`config.mk`:
```
export PLATFORM = sky130hd
export DESIGN_NAME = mem_arbiter
export DESIGN_NICKNAME = d
export VERILOG_FILES = /design/src/rtl/mem_arbiter_pkg.sv /design/src/rtl/mem_arb_timer.sv /design/src/rtl/mem_arbiter.sv
export SDC_FILE = /design/constraint.sdc
export NUM_CORES = 1
export LEC_CHECK = 0
export CAP_MARGIN = 20
export CORE_MARGIN = 2
export CORE_UTILIZATION = 34
export DETAILED_ROUTE_END_ITERATION = 6
export MAX_ROUTING_LAYER = met4
export PLACE_DENSITY = 0.75
export SETUP_SLACK_MARGIN = 0.1
export SLEW_MARGIN = 20
export SYNTH_ARGS = -nofsm -noshare
export SYNTH_HDL_FRONTEND = slang
export SYNTH_SLANG_ARGS = --single-unit
```
`constraint.sdc`:
```
create_clock -name clk -period 2.23 [get_ports clk]
set_clock_uncertainty 0.15 [all_clocks]
set_input_delay 0.223 -clock clk [delete_from_list [all_inputs] [get_ports clk]]
set_output_delay 0.223 -clock clk [all_outputs]
set_load 0.005 [all_outputs]
```
`src/rtl/mem_arbiter_pkg.sv`:
```
// Shared definitions for the fetch/data memory arbiter: FSM state encoding
// and the default fairness and timeout limits.
package mem_arbiter_pkg;

  typedef enum logic [1:0] {
    IDLE    = 2'd0,
    BUSY_IF = 2'd1,
    BUSY_D  = 2'd2
  } arb_state_t;

  localparam int STARVE_LIM_DEF = 4;
  localparam int TIMEOUT_DEF    = 16;

endpackage

```
`src/rtl/mem_arb_timer.sv`:
```
// Watchdog for one memory transaction: counts busy cycles without ack and
// flags the cycle that reaches TIMEOUT-1.
module mem_arb_timer #(
  parameter int TIMEOUT = 16
) (
  input  logic clk,
  input  logic rst_n,
  input  logic clear,
  input  logic enable,
  output logic expired
);

  localparam int CW = $clog2(TIMEOUT) + 1;

  logic [CW-1:0] cnt;

  assign expired = (cnt == CW'(TIMEOUT - 1));

  // Holding at the expiry value keeps the counter from wrapping if the
  // owner ever lingers in a busy state.
  always_ff @(posedge clk or negedge rst_n) begin
    if (!rst_n) begin
      cnt <= '0;
    end else if (clear) begin
      cnt <= '0;
    end else if (enable && !expired) begin
      cnt <= cnt + CW'(1);
    end
  end

endmodule

```
`src/rtl/mem_arbiter.sv`:
```
// Arbitrates a fetch port and a data port onto one memory port. Data has
// priority, bounded by a starvation counter; hung accesses time out.
module mem_arbiter
  import mem_arbiter_pkg::*;
#(
  parameter int ADDR_W     = 32,
  parameter int DATA_W     = 32,
  parameter int STARVE_LIM = STARVE_LIM_DEF,
  parameter int TIMEOUT    = TIMEOUT_DEF
) (
  input  logic                clk,
  input  logic                rst_n,
  input  logic                if_req,
  input  logic [ADDR_W-1:0]   if_addr,
  output logic [DATA_W-1:0]   if_rdata,
  output logic                if_ready,
  output logic                if_err,
  input  logic                d_req,
  input  logic                d_we,
  input  logic [ADDR_W-1:0]   d_addr,
  input  logic [DATA_W-1:0]   d_wdata,
  input  logic [DATA_W/8-1:0] d_be,
  output logic [DATA_W-1:0]   d_rdata,
  output logic                d_ready,
  output logic                d_err,
  output logic                mem_cs,
  output logic                mem_we,
  output logic [ADDR_W-1:0]   mem_addr,
  output logic [DATA_W-1:0]   mem_wdata,
  output logic [DATA_W/8-1:0] mem_be,
  input  logic [DATA_W-1:0]   mem_rdata,
  input  logic                mem_ack,
  output logic                stall
);

  localparam int SW = $clog2(STARVE_LIM + 1);

  arb_state_t    state;
  logic [SW-1:0] starve_cnt;
  logic          busy;
  logic          expired;
  logic          done;
  logic          grant_d;
  logic          in_if;
  logic          in_d;

  assign busy    = (state != IDLE);
  assign in_if   = (state == BUSY_IF);
  assign in_d    = (state == BUSY_D);
  assign done    = busy & (mem_ack | expired);
  assign grant_d = d_req & ~(if_req & (starve_cnt == SW'(STARVE_LIM)));

  mem_arb_timer #(.TIMEOUT(TIMEOUT)) u_timer (
    .clk     (clk),
    .rst_n   (rst_n),
    .clear   (~busy),
    .enable  (busy & ~mem_ack),
    .expired (expired)
  );

  // An ack in the expiry cycle wins: ready with data, no error.
  assign if_ready = in_if & (mem_ack | expired);
  assign d_ready  = in_d & (mem_ack | expired);
  assign if_err   = in_if & expired & ~mem_ack;
  assign d_err    = in_d & expired & ~mem_ack;
  assign if_rdata = (in_if && mem_ack) ? mem_rdata : '0;
  assign d_rdata  = (in_d && mem_ack) ? mem_rdata : '0;
  assign stall    = (if_req & ~if_ready) | (d_req & ~d_ready);

  always_ff @(posedge clk or negedge rst_n) begin
    if (!rst_n) begin
      state      <= IDLE;
      starve_cnt <= '0;
      mem_cs     <= 1'b0;
      mem_we     <= 1'b0;
      mem_addr   <= '0;
      mem_wdata  <= '0;
      mem_be     <= '0;
    end else begin
      case (state)
        IDLE: begin
          if (grant_d) begin
            state     <= BUSY_D;
            mem_cs    <= 1'b1;
            mem_we    <= d_we;
            mem_addr  <= d_addr;
            mem_wdata <= d_wdata;
            mem_be    <= d_be;
            if (if_req && (starve_cnt != SW'(STARVE_LIM))) begin
              starve_cnt <= starve_cnt + SW'(1);
            end
          end else if (if_req) begin
            state      <= BUSY_IF;
            mem_cs     <= 1'b1;
            mem_we     <= 1'b0;
            mem_addr   <= if_addr;
            mem_wdata  <= '0;
            mem_be     <= '0;
            starve_cnt <= '0;
          end
        end
        BUSY_IF, BUSY_D: begin
          // Completion is unconditional on the request still being held.
          if (done) begin
            state     <= IDLE;
            mem_cs    <= 1'b0;
            mem_we    <= 1'b0;
            mem_addr  <= '0;
            mem_wdata <= '0;
            mem_be    <= '0;
          end
        end
        default: state <= IDLE;
      endcase
    end
  end

endmodule

```
==> results.yml <==
final_layout:
  nets: 900
  final_cell_mix: "clkdlybuf4s50_1, and3_1, dfrtp_1, dlymetal6s2s_1, inv_1"
  multi_input_area_mm2: 0.00244
  drive_above_1_share_pct: 18.3
  layout_commonest_cell: "clkdlybuf4s50_1"
  nFillCells: 1042
  regArea_mm2: 0.00200
  syn2layout_area_growth_pct: 90.5
  num_antenna_cells: 0
grt:
  grt_overflow: 0
  grt_pass1_wl_mm: 24.4
  grt_pass1_vias: 4834
  grt_max_degree: 65
  grt.total_usage_pct: 22.1
  antenna_found_initial: 0
cts:
  cts_sinks: 80
  cts_tree: "built"
  htree_levels: 3
  root_buffer: "clkbuf_16"
  cts_buffer_depth: 2
  clkSlewWorstSetupHoldPaths_ps: 60
  cts_buffers: 9
  clock_latency_ps: 330
sta:
  whs_ps: 273
  fin_crit_sh_pct: 101
  setup_tns_ps: -30.6
  slew_viol_final: 0
  fin_ws_ps: -30.6
  setup_violations: 1
  period_minus_slack_ps: 2260
  hold_violations: 0
  rsz0062_at_grt: "true"
  tightest_slew_ps: 690
  max_freq_ghz: 0.442
  slew_headroom_pct: 53.8
placed_design:
  place.port_buffers: 276
  dpl.hpwl_mm: 11.3
  finalWeightedCongestion: 0.827
drt:
  routed_wirelength_mm: 18.1
  drtAntennaViolNets: 0
  drt_iter0_markers: 193
  wl_met2_mm: 9.62
  top_layer: "met4"
  met1Wirelength_mm: 6.75
  first_pass_iters: 4
  via_per_inst: 5.27
  wl_per_cell_um: 19.4
  drc_errors: 0
  vias: 4923
  met3_length_mm: 1.11
worst_setup_path:
  critPathMaxFanout: 3
  arrival_ps: 1890
  worst_setup_path_end_kind: "output port"
  r2r_setup_slack_ps: 60
  reg2reg_to: "mem_wdata[24]"
  crit_start: "u_timer.cnt[1]"
  required_ps: 1860
  r2r_cells: 9
  startpoint_type: "flip-flop"
  reg2reg_from: "u_timer.cnt[1]"
  setup.worst_path.class: "flip-flop to output port"
outcome:
  failed_checks: "negative setup slack"
  status: "finished with violations"
power:
  p_leak_uw: 0.00478
  p_total_uw: 10000
  ir_drop_mv: 0.554
  p_per_area_mw_per_mm2: 1160
yosys:
  ys_types: 35
  yosys_warnings: 0
  syn_avg_cell_area_um2: 9.85
  synth_edf_count: 0
  synthFlopType: "dfrtp_1"
  postSynthCellCount: 459
  synth_nets: 604
  syn_area_mm2: 0.00452
  async_reset_ff_share_pct: 100
  yosysSeqAreaShare_pct: 44.3
  ys_ff_latch: 80
die:
  io_pins: 277
  start_util_pct: 34.4
  coreArea_mm2: 0.0131
  fp.dieArea_mm2: 0.0142
  die_w_um: 119
  rows: 42
  die_h_um: 119
min_path:
  hp-class: "primary input to async pin"
job:
  max_cap_violations: 0
-- power breakdown --
part | switching, uW | internal (uW) | total, uW
logic | 2550 | 3600 | 6160
registers | 376 | 2090 | 2470
clock network | 561 | 850 | 1410
total | 3490 | 6540 | 10000
-- synth_stat cells (3+ instances only) --
cell	instances	share of area (%)
nor2_1	6	0.50
mux2_2	36	9.0
and2_1	3	0.41
o221ai_1	32	6.2
nand3_1	4	0.44
dfrtp_1	80	44
nand2_1	5	0.41
o21ai_0	5	0.55
buf_2	7	0.77
nand3b_1	32	5.3
buf_4	4	0.66
buf_1	6	0.50
and3_1	102	14
clkbuf_1	34	2.8
inv_1	40	3.3
nand4_1	32	4.4
ha_1	7	1.9
-- area by class of cell --
class / count / share of cell area (%)
flip-flops and latches: 80 / 23.2
multi-input cells: 289 / 28.3
well taps: 176 / 2.56
clock buffers: 10 / 2.66
inverters: 40 / 1.74
clock inverters: 4 / 0.552
repair buffers: 335 / 41.0
-- worst max path at each step --
stage | to | slack, ps | depth (start not counted)
finish | stall | -30 | 7
global route | stall | -100 | 7
CTS | stall | -40 | 7
detailed placement | stall | -330 | 7
global placement | stall | -270 | 7
floorplan | mem_wdata[1] | 170 | 7
-- flip-flops by register name, summed over array words and instances (netlist names) --
register and flops:
mem_addr 32, mem_wdata 32, u_timer.cnt 5, mem_be 4
starve_cnt 3, state 2, mem_cs 1, mem_we 1
-- worst max-delay path, stage by stage (launching register included) --
cell and delay (ps):
dfrtp_1 390, ha_2 180, and3_4 150, ha_4 160, or2_4 240, and2_4 150
o22ai_2 140, buf_2 140
-- timing repair --
| action | 4_1_cts | 5_1_grt |
|---|---|---|
| hold buffers | 1 | 0 |
| endpoints found under the setup margin | 138 | 114 |
| buffers inserted | 4 | 18 |
| cloned | 0 | 10 |
| resized for setup | 68 | 94 |
| hold endpoints to repair | 37 | 0 |
| pin swaps | 6 | 5 |
-- kinds of logic after synthesis --
kind of cell / Yosys count / synth area share, %
buffers and inverters: 91 / 8.08
muxes: 39 / 9.96
DFF: 80 / 44.3
adders and majority gates: 7 / 1.94
and+or+nand+nor: 193 / 27.1
xor gates and xnor gates: 2 / 0.387
AOI/OAI and AO/OA: 47 / 8.27
-- through the flow --
step	area (um2)	instances	setup WS, ps	util, %
2_1_floorplan	4530	459	171	-
4_1_cts	7980	907	-35.9	60.8
3_5_place_dp	7590	888	-328	57.8
3_3_place_gp	7590	888	-270	57.8
5_1_grt	8620	934	-99.9	65.6
6_report	8620	934	-30.6	65.6
-- per-layer routing --
layer  GRT usage (%)  up-vias
met5               -        -
li1                -     2272
met3            4.02       46
met4            7.79        0
met1            23.1     2389
met2            41.3      216
No activity file was read; power rests on OpenSTA's default activity.
